--- config.mk ---
export PLATFORM = sky130hd
export DESIGN_NAME = next_pc_unit
export DESIGN_NICKNAME = d
export VERILOG_FILES = /design/src/rtl/next_pc_unit.sv
export SDC_FILE = /design/constraint.sdc
export NUM_CORES = 1
export LEC_CHECK = 0
export BUFFER_PORTS_ARGS = -buffer_cell sky130_fd_sc_hd__buf_2
export CAP_MARGIN = 20
export CELL_PAD_IN_SITES_DETAIL_PLACEMENT = 1
export CELL_PAD_IN_SITES_GLOBAL_PLACEMENT = 2
export CORE_MARGIN = 4
export CORE_UTILIZATION = 40
export DETAILED_ROUTE_END_ITERATION = 6
export HOLD_SLACK_MARGIN = 0.12
export PLACE_DENSITY = 0.81
export SETUP_SLACK_MARGIN = 0.4
export SLEW_MARGIN = 20
export SYNTH_ARGS = -nofsm -noshare
export SYNTH_HDL_FRONTEND = slang
export SYNTH_SLANG_ARGS = --single-unit
export TNS_END_PERCENT = 50
--- constraint.sdc ---
create_clock -name Clock -period 17.7 [get_ports Clock]
set_input_delay 1.77 -clock Clock [delete_from_list [all_inputs] [get_ports Clock]]
set_output_delay 1.77 -clock Clock [all_outputs]
set_load 0.1 [all_outputs]
--- src/rtl/next_pc_unit.sv ---
// next_pc_unit
// Next-PC generator with a direct-mapped branch target buffer (BTB).
// Every cycle it predicts the next fetch address from the current PC and
// redirects fetch when EX resolves a mispredicted branch or jump.
//
// Optional feature macro: NPC_PERF_EN adds the br_cnt / mis_cnt counters.
//
// Ports:
//   Clock, Reset        rising-edge clock, asynchronous active-high reset
//   ClockEnable         global enable; gates all state changes and pc_we
//   stall               hold fetch at pc_q (overridden by flush)
//   pc_q                current PC from the PC register's Q output
//   ex_*                branch/jump resolution from EX plus the prediction
//                       that travelled down the pipeline with it
//   next_pc, pc_we      D input and enable of the PC register
//   pred_taken/_target  BTB prediction for pc_q
//   flush               mispredict redirect; squash IF and ID
//   br_cnt, mis_cnt     resolve / mispredict counters (NPC_PERF_EN only)
module next_pc_unit #(
  parameter int NrOfBits   = 32,
  parameter int BtbEntries = 8
) (
  input  logic                Clock,
  input  logic                Reset,
  input  logic                ClockEnable,
  input  logic                stall,
  input  logic [NrOfBits-1:0] pc_q,
  input  logic                ex_valid,
  input  logic [NrOfBits-1:0] ex_pc,
  input  logic                ex_taken,
  input  logic [NrOfBits-1:0] ex_target,
  input  logic                ex_pred_taken,
  input  logic [NrOfBits-1:0] ex_pred_target,
  output logic [NrOfBits-1:0] next_pc,
  output logic                pc_we,
  output logic                pred_taken,
  output logic [NrOfBits-1:0] pred_target,
  output logic                flush
`ifdef NPC_PERF_EN
  ,
  output logic [31:0]         br_cnt,
  output logic [31:0]         mis_cnt
`endif
);

  localparam int IndexBits = $clog2(BtbEntries);
  localparam int TagLsb    = IndexBits + 2;
  localparam int TagBits   = NrOfBits - TagLsb;

  localparam logic [NrOfBits-1:0] PcStep    = NrOfBits'(4);
  localparam logic [NrOfBits-1:0] AlignMask = ~(NrOfBits'(3));

  // BTB storage
  logic [BtbEntries-1:0] valid_q, valid_d;
  logic [TagBits-1:0]    tag_q [BtbEntries];
  logic [TagBits-1:0]    tag_d [BtbEntries];
  logic [NrOfBits-1:0]   tgt_q [BtbEntries];
  logic [NrOfBits-1:0]   tgt_d [BtbEntries];
  logic [1:0]            ctr_q [BtbEntries];
  logic [1:0]            ctr_d [BtbEntries];

  logic [IndexBits-1:0]  lk_idx_s;
  logic [TagBits-1:0]    lk_tag_s;
  logic                  lk_hit_s;
  logic [IndexBits-1:0]  up_idx_s;
  logic [TagBits-1:0]    up_tag_s;
  logic                  up_hit_s;
  logic [NrOfBits-1:0]   next_raw_s;

  assign lk_idx_s = pc_q[IndexBits+1:2];
  assign lk_tag_s = pc_q[NrOfBits-1:TagLsb];
  assign up_idx_s = ex_pc[IndexBits+1:2];
  assign up_tag_s = ex_pc[NrOfBits-1:TagLsb];

  // Lookup on pc_q and the mispredict decision; lookup sees pre-update state.
  always_comb begin
    lk_hit_s    = valid_q[lk_idx_s] && (tag_q[lk_idx_s] == lk_tag_s);
    up_hit_s    = valid_q[up_idx_s] && (tag_q[up_idx_s] == up_tag_s);
    pred_taken  = lk_hit_s && ctr_q[lk_idx_s][1];
    if (lk_hit_s) begin
      pred_target = tgt_q[lk_idx_s];
    end else begin
      pred_target = '0;
    end
    flush = ex_valid && ((ex_taken != ex_pred_taken) ||
                         (ex_taken && ex_pred_taken && (ex_target != ex_pred_target)));
  end

  // next_pc selection: flush > stall > predicted-taken > sequential.
  always_comb begin
    if (flush) begin
      if (ex_taken) begin
        next_raw_s = ex_target;
      end else begin
        next_raw_s = ex_pc + PcStep;
      end
    end else if (stall) begin
      next_raw_s = pc_q;
    end else if (pred_taken) begin
      next_raw_s = pred_target;
    end else begin
      next_raw_s = pc_q + PcStep;
    end
    // Fetch addresses are word aligned.
    next_pc = next_raw_s & AlignMask;
    pc_we   = ClockEnable && (flush || !stall);
  end

  // BTB training from the EX resolution, addressed by ex_pc.
  always_comb begin
    valid_d = valid_q;
    tag_d   = tag_q;
    tgt_d   = tgt_q;
    ctr_d   = ctr_q;
    if (ClockEnable && ex_valid) begin
      if (up_hit_s) begin
        if (ex_taken) begin
          ctr_d[up_idx_s] = (ctr_q[up_idx_s] == 2'b11) ? 2'b11 : ctr_q[up_idx_s] + 2'b01;
          tgt_d[up_idx_s] = ex_target;
        end else begin
          ctr_d[up_idx_s] = (ctr_q[up_idx_s] == 2'b00) ? 2'b00 : ctr_q[up_idx_s] - 2'b01;
        end
      end else if (ex_taken) begin
        // Allocate over whatever occupied this index, weakly taken.
        valid_d[up_idx_s] = 1'b1;
        tag_d[up_idx_s]   = up_tag_s;
        tgt_d[up_idx_s]   = ex_target;
        ctr_d[up_idx_s]   = 2'b10;
      end else begin
        valid_d = valid_q;
      end
    end else begin
      valid_d = valid_q;
    end
  end

  // BTB state registers; reset invalidates every entry.
  always_ff @(posedge Clock or posedge Reset) begin
    if (Reset) begin
      valid_q <= '0;
      for (int i = 0; i < BtbEntries; i++) begin
        tag_q[i] <= '0;
        tgt_q[i] <= '0;
        ctr_q[i] <= 2'b00;
      end
    end else begin
      valid_q <= valid_d;
      tag_q   <= tag_d;
      tgt_q   <= tgt_d;
      ctr_q   <= ctr_d;
    end
  end

`ifdef NPC_PERF_EN
  logic [31:0] br_cnt_q, br_cnt_d;
  logic [31:0] mis_cnt_q, mis_cnt_d;

  // Performance counter next-state; both wrap at 2^32.
  always_comb begin
    br_cnt_d  = br_cnt_q;
    mis_cnt_d = mis_cnt_q;
    if (ClockEnable) begin
      br_cnt_d  = br_cnt_q + {31'd0, ex_valid};
      mis_cnt_d = mis_cnt_q + {31'd0, flush};
    end else begin
      br_cnt_d  = br_cnt_q;
    end
  end

  // Performance counter registers.
  always_ff @(posedge Clock or posedge Reset) begin
    if (Reset) begin
      br_cnt_q  <= 32'd0;
      mis_cnt_q <= 32'd0;
    end else begin
      br_cnt_q  <= br_cnt_d;
      mis_cnt_q <= mis_cnt_d;
    end
  end

  assign br_cnt  = br_cnt_q;
  assign mis_cnt = mis_cnt_q;
`endif

endmodule

== Word level (Yosys, flattened, before mapping) ==
Cells that the tools add are included.

* Register bits after elaboration: 496
* Input port bits: 135
* Output and inout port bits: 67
* Word-level logic and storage cells: 106

* $add $sub $neg: 4
* Magnitude comparators: 6
* Eq/ne operators: 5
* Mux-type cells: 41
* Bitwise operators: 7
* Reduce and logical (&&, ||, !) cells: 18

{| class="wikitable"
|+ Operators with widths
! kind !! number
|-
| $bwmux W256 || 1
|-
| $mux W32 || 8
|-
| $bwmux W216 || 1
|-
| $bmux W27 S3 || 2
|-
| $mux W27 || 5
|-
| $bmux W32 S3 || 1
|-
| $demux W32 S3 || 1
|-
| $demux W27 S3 || 1
|-
| $add A32 B3 Y32 const B || 2
|-
| $eq A27 B27 Y1 || 2
|-
| $mux W16 || 3
|-
| $bwmux W16 || 2
|-
| $ne A32 B32 Y1 || 1
|-
| $or A8 B8 Y8 || 2
|-
| $mux W2 || 7
|-
| $bmux W2 S3 || 2
|-
| $logic_and A1 B1 Y1 || 10
|-
| $and A8 B8 Y8 || 1
|-
| $ge A4 B4 Y1 const B || 2
|-
| $lt A3 B4 Y1 const B || 2
|-
| $not A3 Y4 || 2
|-
| $not A8 Y8 || 1
|-
| $bmux W1 S3 || 2
|-
| $demux W2 S3 || 1
|-
| 15 further kinds || 19
|}

== Depth between registers and ports, before layout ==
Gate-level depths: netlist (run 1).

* Depth after elaboration: 10
* Gate-level depth with buffers: 14

== Least setup slack after synthesis (run 1) ==
No wires, ideal clock.

* Path type: input port to output port
* Start point: in pc_q[3]
* End point: out next_pc[27]
* Data arrival time: 6.643 ns
* Data required time: 15.930 ns
* Slack: 9.287 ns
* Cell stages on the path: 10
* Path buffers: 5
* Cell sequence: buf_2 buf_2 buf_1 buf_2 mux4_2 mux2_2 nand2_1 clkbuf_1 mux2_2 o21ai_0

* Word-level cells in the longest chain between the ends: 10
* Elaborated cells on any way between the ends: 20
* Classes of those cells: add/sub: 1; eq/ne: 1; mux: 15; bitwise: 1; reduce/logical: 2

{| class="wikitable"
|+ Ends and longest elaborated chain
! what !! line !! source
|-
| start, declared || 27 || <nowiki>input logic [NrOfBits-1:0] pc_q,</nowiki>
|-
| $not A3 Y4 (not written as such) || 77, 79, 81 ||
|-
| $bmux W27 S3 || 77 || <nowiki>lk_hit_s = valid_q[lk_idx_s] && (tag_q[lk_idx_s] == lk_tag_s);</nowiki>
|-
| $mux W27 (not written as such) (2 in series) || 77 ||
|-
| $eq A27 B27 Y1 || 77 ||
|-
| $logic_and A1 B1 Y1 || 77 ||
|-
| $mux W32 / $logic_and A1 B1 Y1 (equally long branches) || 80, 79 ||
|-
| $mux W32 * || 99 || <nowiki>end else if (pred_taken) begin</nowiki>
|-
| $mux W32 * || 97 || <nowiki>end else if (stall) begin</nowiki>
|-
| $mux W32 * || 91 || <nowiki>if (flush) begin</nowiki>
|-
| end, declared || 34 || <nowiki>output logic [NrOfBits-1:0] next_pc,</nowiki>
|}

Every way passes the cells marked *; elsewhere a longest branch is shown, timed or not. The select of a mux whose other input is x is not followed.

== Worst setup path after layout (run 1) ==
* Start point: in pc_q[4]
* End point: out next_pc[2]

Same word-level chain as after synthesis.

==> results.cfg, run 1 <==
[global_route]
grt_max_degree = 170
gr-total-overflow = 0
grt_pass1_wl_mm = 157
grt_usage_pct = 28.3
antenna_found_initial = 10
grt_pass1_vias = 23437

[cells_and_area]
drive_gt1_share_pct = 29.5
fin_area_mm2 = 0.0313
synthToLayoutAreaGrowth_pct = 13.1
final_nets = 2840

[synth]
ys_seq_area_share_pct = 44.8
netlist_area_mm2 = 0.0277
async_reset_ff_share_pct = 100
netlist_instances = 2618
synth_edf_count = 0
ys_types = 58
yosysTopAreaCell = dfrtp_1
synth_top_area_share_pct = 44.8
synth-main-ff-cell = dfrtp_1
yosys-top-cells-area = dfrtp_1, mux2_2, mux4_2
syn_avg_cell_area_um2 = 10.6
yosys_warnings = 0
ys_ff_latch = 496

[clocking]
cts_made_buffers = 57
holdBufCountCts = 0
cts_htree_levels = 2
cts_sinks = 496
cts_setup_buffers = 0
clock_path_buffers = 3
clk_pin_slew_worst_paths_ns = 0.06
clk_latency_ns = 0.63
ctsResizeCount = 0
clock-root-buffer = clkbuf_16
cts_tree = done

[pwr]
vdd_drop_max_uv = 80.8
leakagePower_nw = 14.5
p_per_area_mw_per_mm2 = 110

[timing]
setup_viol = 0
finalCritPeriodShare_pct = 54.8
fin_tns_setup_ns = 0
fin_crit_ns = 9.69
worst_slew_pin_slew_ns = 1.10
finalHoldViolations = 0
slew_headroom_pct = 26.7
finalMaxSlewViolations = 0
fmax_mhz = 103
rsz0062_at_grt = false
clock_skew_ns = 0.0252

[floorplan]
die-height_um = 271
num_rows = 96
initial_core_util_pct = 40.4
dieArea_mm2 = 0.0735
ios = 202
die_w_um = 271
coreArea_mm2 = 0.0686

[worst_setup_path]
worst-path-max-fanout = 40
worst_setup_path_start_kind = primary input
end_kind = primary output
cp.required_ns = 15.93
crit_arrival_ns = 7.92
crit_type = in -> out
rrSetupSlack_ns = 13.62

[detailed_routing]
avgViaCountPerCell = 5.95
drc = 0
drt_iter0_markers = 1929
drtAntennaViolNets = 0
drt-total-wl_mm = 106
wire_per_inst_um = 28.8
dr.pass1.iters = 5
vias = 21909

[placed_design]
port_buffers = 195
placed_area_mm2 = 0.0295
gp_congestion = 0.865
place_hpwl_mm = 69.8

[status]
status = finished clean

[hold_path]
hold_class = reg -> reg

[flow_run]
cap_violations = 0
## Yosys cell counts, drive strengths merged (7+ instances only)
cell    number
nand2      759
dfrtp      496
mux2       304
clkbuf     153
mux4       141
nor2        94
mux2i       89
xnor2       76
buf         66
xor2        58
nand3       43
a21oi       38
and3        32
o21ai       32
nand4       25
a22oi       16
inv         15
o211ai      15
a211oi      14
nor4        12
a221o       11
a221oi      11
a21o        10
nor2b       10
o221ai       9
o22ai        9
or2          8
a22o         7
## routing by layer
layer / global-route usage [%] / part of all wire [%] / vias up
met3: 4.07 / 6.3 / 178
met2: 47.2 / 48 / 753
met1: 38.5 / 42 / 11679
met4: 9.18 / 3.2 / 2
li1: - / - / 9297
met5: 0 / 0.011 / -
## worst max-delay path, stage by stage
cell and delay [ns]:
buf_4 0.52, buf_4 0.69, buf_4 0.53, mux4_2 0.37, mux2i_1 0.29, xor2_1 0.36
nand3_1 0.14, nor4_1 0.55, nand3_2 0.95, nor3b_1 0.48, o21ai_0 0.13, a31oi_1 0.54
buf_2 0.54
## stage by stage
stage	util, %	power [mW]	setup WS, ns	hold WS [ns]	cells
global placement	42.9	2.23	8.34	0.452	3573
detailed placement	43.0	2.28	8.16	0.458	3574
finish	45.7	3.44	8.01	0.472	3682
CTS	45.7	3.46	8.15	0.472	3673
floorplan	-	2.03	2.08	0.441	2619
global route	45.7	3.59	7.97	0.488	3677
## where the power goes
group / switching [mW] / total, mW / internal [mW]
logic: 0.438 / 0.778 / 0.341
registers: 0.143 / 1.49 / 1.35
clock network: 0.482 / 1.17 / 0.685
## kinds of logic after synthesis
kind of cell / after synthesis / synth area share (%)
XOR/XNOR: 134 / 4.24
multiplexers: 534 / 27.0
other: 1 / 0.0135
adder cells (fa/ha/maj): 5 / 0.208
AND/OR/NAND/NOR: 1016 / 15.2
flip-flops: 496 / 44.8
AO/OA/AOI/OAI: 197 / 4.95
buffers and inverters: 235 / 3.50
## worst paths after layout
kind / start / endpoint / depth (start not counted)
min reg2reg: tgt_q[1]$_DFFE_PP0P_ / tgt_q[1]$_DFFE_PP0P_ / 2
max: pc_q[4] / next_pc[2] / 13
max reg2reg: tag_q[100]$_DFFE_PP0P_ / tag_q[53]$_DFFE_PP0P_ / 10
max in group asynchronous: Reset / tag_q[115]$_DFFE_PP0P_ / 3
min: tgt_q[1]$_DFFE_PP0P_ / tgt_q[1]$_DFFE_PP0P_ / 2
min in group asynchronous: Reset / tgt_q[187]$_DFFE_PP0P_ / 2
## state kept, by name, summed over array words and instances, names as in the netlist
name and cells:
tgt_q 256, tag_q 216, ctr_q 16, valid_q 8
## layout by cell type, fill, tap and decap left out, types with 8 or more instances in the layout
master     Yosys  routed
nand2_1      759     751
dfrtp_1      496     496
mux2_2       304     304
buf_2         32     191
mux4_2       141     141
mux2i_1       89      89
nor2_1        87      79
xnor2_1       76      76
xor2_1        58      58
clkbuf_16      0      58
buf_4         11      47
nand3_1       43      42
a21oi_1       38      38
and3_1        32      32
o21ai_0       32      31
nand4_1       25      25
clkbuf_1     153      18
a22oi_1       16      16
o211ai_1      15      15
nor2_4         0      15
inv_1         15      14
a211oi_1      14      14
a221o_1       11      11
a221oi_1      11      11
nor4_1        11      11
a21o_1        10      10
clkbuf_8       0      10
diode_2        0       9
o22ai_1        9       9
o221ai_1       9       9
nor2b_1       10       8
nand2_2        0       8
or2_2          8       8
## area by class of cell
type | count | area (um^2)
tap | 931 | 1160
timing repair buffer | 243 | 1390
inverter | 16 | 67.6
fill | 7450 | 37200
sequential | 496 | 12400
clock inverter | 13 | 169
antenna | 9 | 22.5
multi-input combinational | 1888 | 14500
clock buffer | 86 | 1660
Note: power is estimated with default switching activity, not from simulation.
==> run 2: changes to the inputs <==
ABC_AREA = 1   (was unset)
CORE_UTILIZATION = 31   (was 40)
PLACE_DENSITY = 0.77   (was 0.81)
clock period = 8.47 ns   (was 17.7 ns; I/O delays follow)
==> run 2 against run 1 <==
Critical path depth is 3 higher. Synthesized area is 5.7% higher. Design area is 5.4% higher. Clock-buffer cell count is 5 higher. Non-clock buffer count is 3 higher. Clock power is 130% higher. Cell count is 53% higher. Via count is 35% higher. Worst hold slack worse by 0.26 ns. Routed wire length is 20% higher. Critical path type unchanged. Largest power group unchanged.
==> results.cfg, run 2 <==
[synth]
yosys-top-cells-count = nand2_1, o21ai_0, dfrtp_1, inv_1, nand3_1
synthAdderAreaFrac_pct = 0.128
ys_ff_latch = 496
ys_types = 43
synth_top_area_share_pct = 42.4
synth.most_common_cell = nand2_1
ys_seq_area_share_pct = 42.4
yosys-top-cells-area = dfrtp_1, nand2_1, o21ai_0
synth_xor_area_share_pct = 1.83
synth-main-ff-cell = dfrtp_1
yosys_warnings = 0
muxShareOfSynthArea_pct = 0
synth_compound_area_share_pct = 16.2
syn_avg_cell_area_um2 = 6.82
synth-simple-area-share_pct = 30.0
synth_top_family_by_area = simple AND/OR/NAND/NOR gates
synth_edf_count = 0
yosysTopAreaCell = dfrtp_1
netlist_instances = 4290
netlist_area_mm2 = 0.0293
async_reset_ff_share_pct = 100

[cells_and_area]
drive_gt1_share_pct = 8.84
final_common_cell = nand2_1
largest_register_ffs = 256
nFillCells = 11899
top_regs = tgt_q x256, tag_q x216, ctr_q x16
final_cell_mix = nand2_1, o21ai_0, dfrtp_1, inv_1, nand3_1
final_nets = 4473
regMostFlops = tgt_q
synthToLayoutAreaGrowth_pct = 12.8

[detailed_routing]
drc = 0
drtAntennaViolNets = 0
wire_per_inst_um = 22.6
dr.pass1.iters = 5
avgViaCountPerCell = 5.23
vias = 29473
drt-total-wl_mm = 127
drt_iter0_markers = 2507

[worst_setup_path]
cpPeakStageDelay_ns = 0.80
worst_setup_path_start_kind = primary input
worst-path-max-fanout = 45
crit_arrival_ns = 5.52
startpoint = pc_q[3]
reg2reg_to = tag_q[82]$_DFFE_PP0P_
path_cells = buf_4 -> buf_4 -> nand3_1 -> nand3_1 -> nand2_1 -> nand2_1 -> nand4_1 -> nor2_1 -> nand2_1 -> nor2_1 -> nand3_1 -> nand2_1 -> nand3_1 -> nand2_1 -> nand2_1 -> buf_2
cp.required_ns = 7.62
worstSetupEndpoint = next_pc[30]
rrSetupSlack_ns = 4.68
r2r_cells = 16
cp_common_cell = nand2_1
crit_type = in -> out
crit_path_top_delay_cell = nand3_1
rr_startpoint = tag_q[202]$_DFFE_PP0P_
end_kind = primary output

[timing]
slew_headroom_pct = 22.6
fin_crit_ns = 6.37
finalCritPeriodShare_pct = 75.2
clock_skew_ns = 0.0323
rsz0062_at_grt = false
worst_slew_pin_slew_ns = 1.16
finalHoldViolations = 0
setup_viol = 0
finalMaxSlewViolations = 0
fin_tns_setup_ns = 0
holdWs_ns = 0.210
fmax_mhz = 157

[pwr]
p_per_area_mw_per_mm2 = 225
swShare_pct = 34.3
p_seq_share_pct = 41.7
power_frac_clock_pct = 35.5
vdd_drop_max_uv = 151
p_comb_share_pct = 22.8
leakagePower_nw = 16.0
switchingPower_mw = 2.55
intPower_mw = 4.89
p_total_mw = 7.44

[status]
status = finished clean

[floorplan]
num_rows = 112
dieArea_mm2 = 0.0994
coreArea_mm2 = 0.0935
ios = 202
die-height_um = 315
initial_core_util_pct = 31.3
die_w_um = 315

[clocking]
clk_pin_slew_worst_paths_ns = 0.06
clock_path_buffers = 3
cts_made_buffers = 60
holdBufCountCts = 0
cts_setup_buffers = 0
cts_htree_levels = 2
clk_latency_ns = 0.65
ctsResizeCount = 0
cts_sinks = 496
cts_tree = done
clock-root-buffer = clkbuf_16

[global_route]
gr-total-overflow = 0
grt_pass1_vias = 29298
grt_pass1_wl_mm = 191
grt_usage_pct = 25.3
antenna_found_initial = 19
grt_max_degree = 168

[placed_design]
place_hpwl_mm = 84.4
port_buffers = 195
gp_congestion = 0.909

[flow_run]
cap_violations = 0

[hold_path]
hold_class = in -> async
## run 2: cell types whose count changed after synthesis, sizes merged, moves of 141 or more
cell	delta
mux4	-141
nand3	+322
nand2	+708
nor2	+182
inv	+367
a21oi	+219
o21ai	+556
mux2	-304
## run 2: logic make-up after synthesis
| logic type | Yosys count |
|---|---|
| and+or+nand+nor | 2165 |
| AOI/OAI and AO/OA | 906 |
| DFF | 496 |
| buffers and inverters | 658 |
| xor gates and xnor gates | 61 |
| adders and majority gates | 3 |
| other | 1 |
## run 2: how the worst min path moves through the flow
stage	from	endpoint	slack [ns]	cells after the start
5_1_grt	Reset	tgt_q[231]$_DFFE_PP0P_	0.21	2
3_3_place_gp	ctr_q[10]$_DFFE_PP0P_	ctr_q[10]$_DFFE_PP0P_	0.46	2
2_1_floorplan	ctr_q[8]$_DFFE_PP0P_	ctr_q[8]$_DFFE_PP0P_	0.44	2
3_5_place_dp	ctr_q[10]$_DFFE_PP0P_	ctr_q[10]$_DFFE_PP0P_	0.46	2
4_1_cts	Reset	tgt_q[39]$_DFFE_PP0P_	0.17	2
6_report	Reset	tgt_q[39]$_DFFE_PP0P_	0.21	2
## run 2: area by class of cell
type | count | area [um^2] | share of cell area (%)
sequential | 496 | 12400 | 37.6
antenna | 5 | 12.5 | 0.0379
clock inverter | 14 | 181 | 0.549
inverter | 394 | 1500 | 4.53
tap | 1254 | 1570 | 4.75
multi-input combinational | 3137 | 14200 | 42.9
clock buffer | 91 | 1790 | 5.42
timing repair buffer | 246 | 1410 | 4.27
## run 2: worst max-delay path: cells and delay by family
kind | cells | cell delay (ns)
simple gates | 13 | 2.89
buf+inv | 3 | 1.69
## run 2: metrics by stage
stage                     util, %  instance area (um^2)  setup WS, ns  std cells
after floorplan                 -                 29300         0.894       4291
after global placement       33.2                 31000          2.24       5527
after detailed placement     33.2                 31000          2.26       5527
after CTS                    35.3                 33000          2.26       5632
after global routing         35.3                 33000          1.89       5632
final                        35.3                 33000          2.10       5637
## run 2: routing by layer
layer,global-route usage (%),part of all wire (%)
met3,3.82,6.2
met4,4.95,2.0
met1,36.6,47
met2,40.2,44
met5,0,0.060
## run 2: power groups by stage
stage	clock network [mW]	logic (mW)	registers, mW
after floorplan	0	1.21	3.07
after global placement	0	1.65	3.12
after detailed placement	0	1.69	3.13
after CTS	2.70	1.70	3.09
after global routing	2.79	1.93	3.16
final	2.64	1.70	3.10
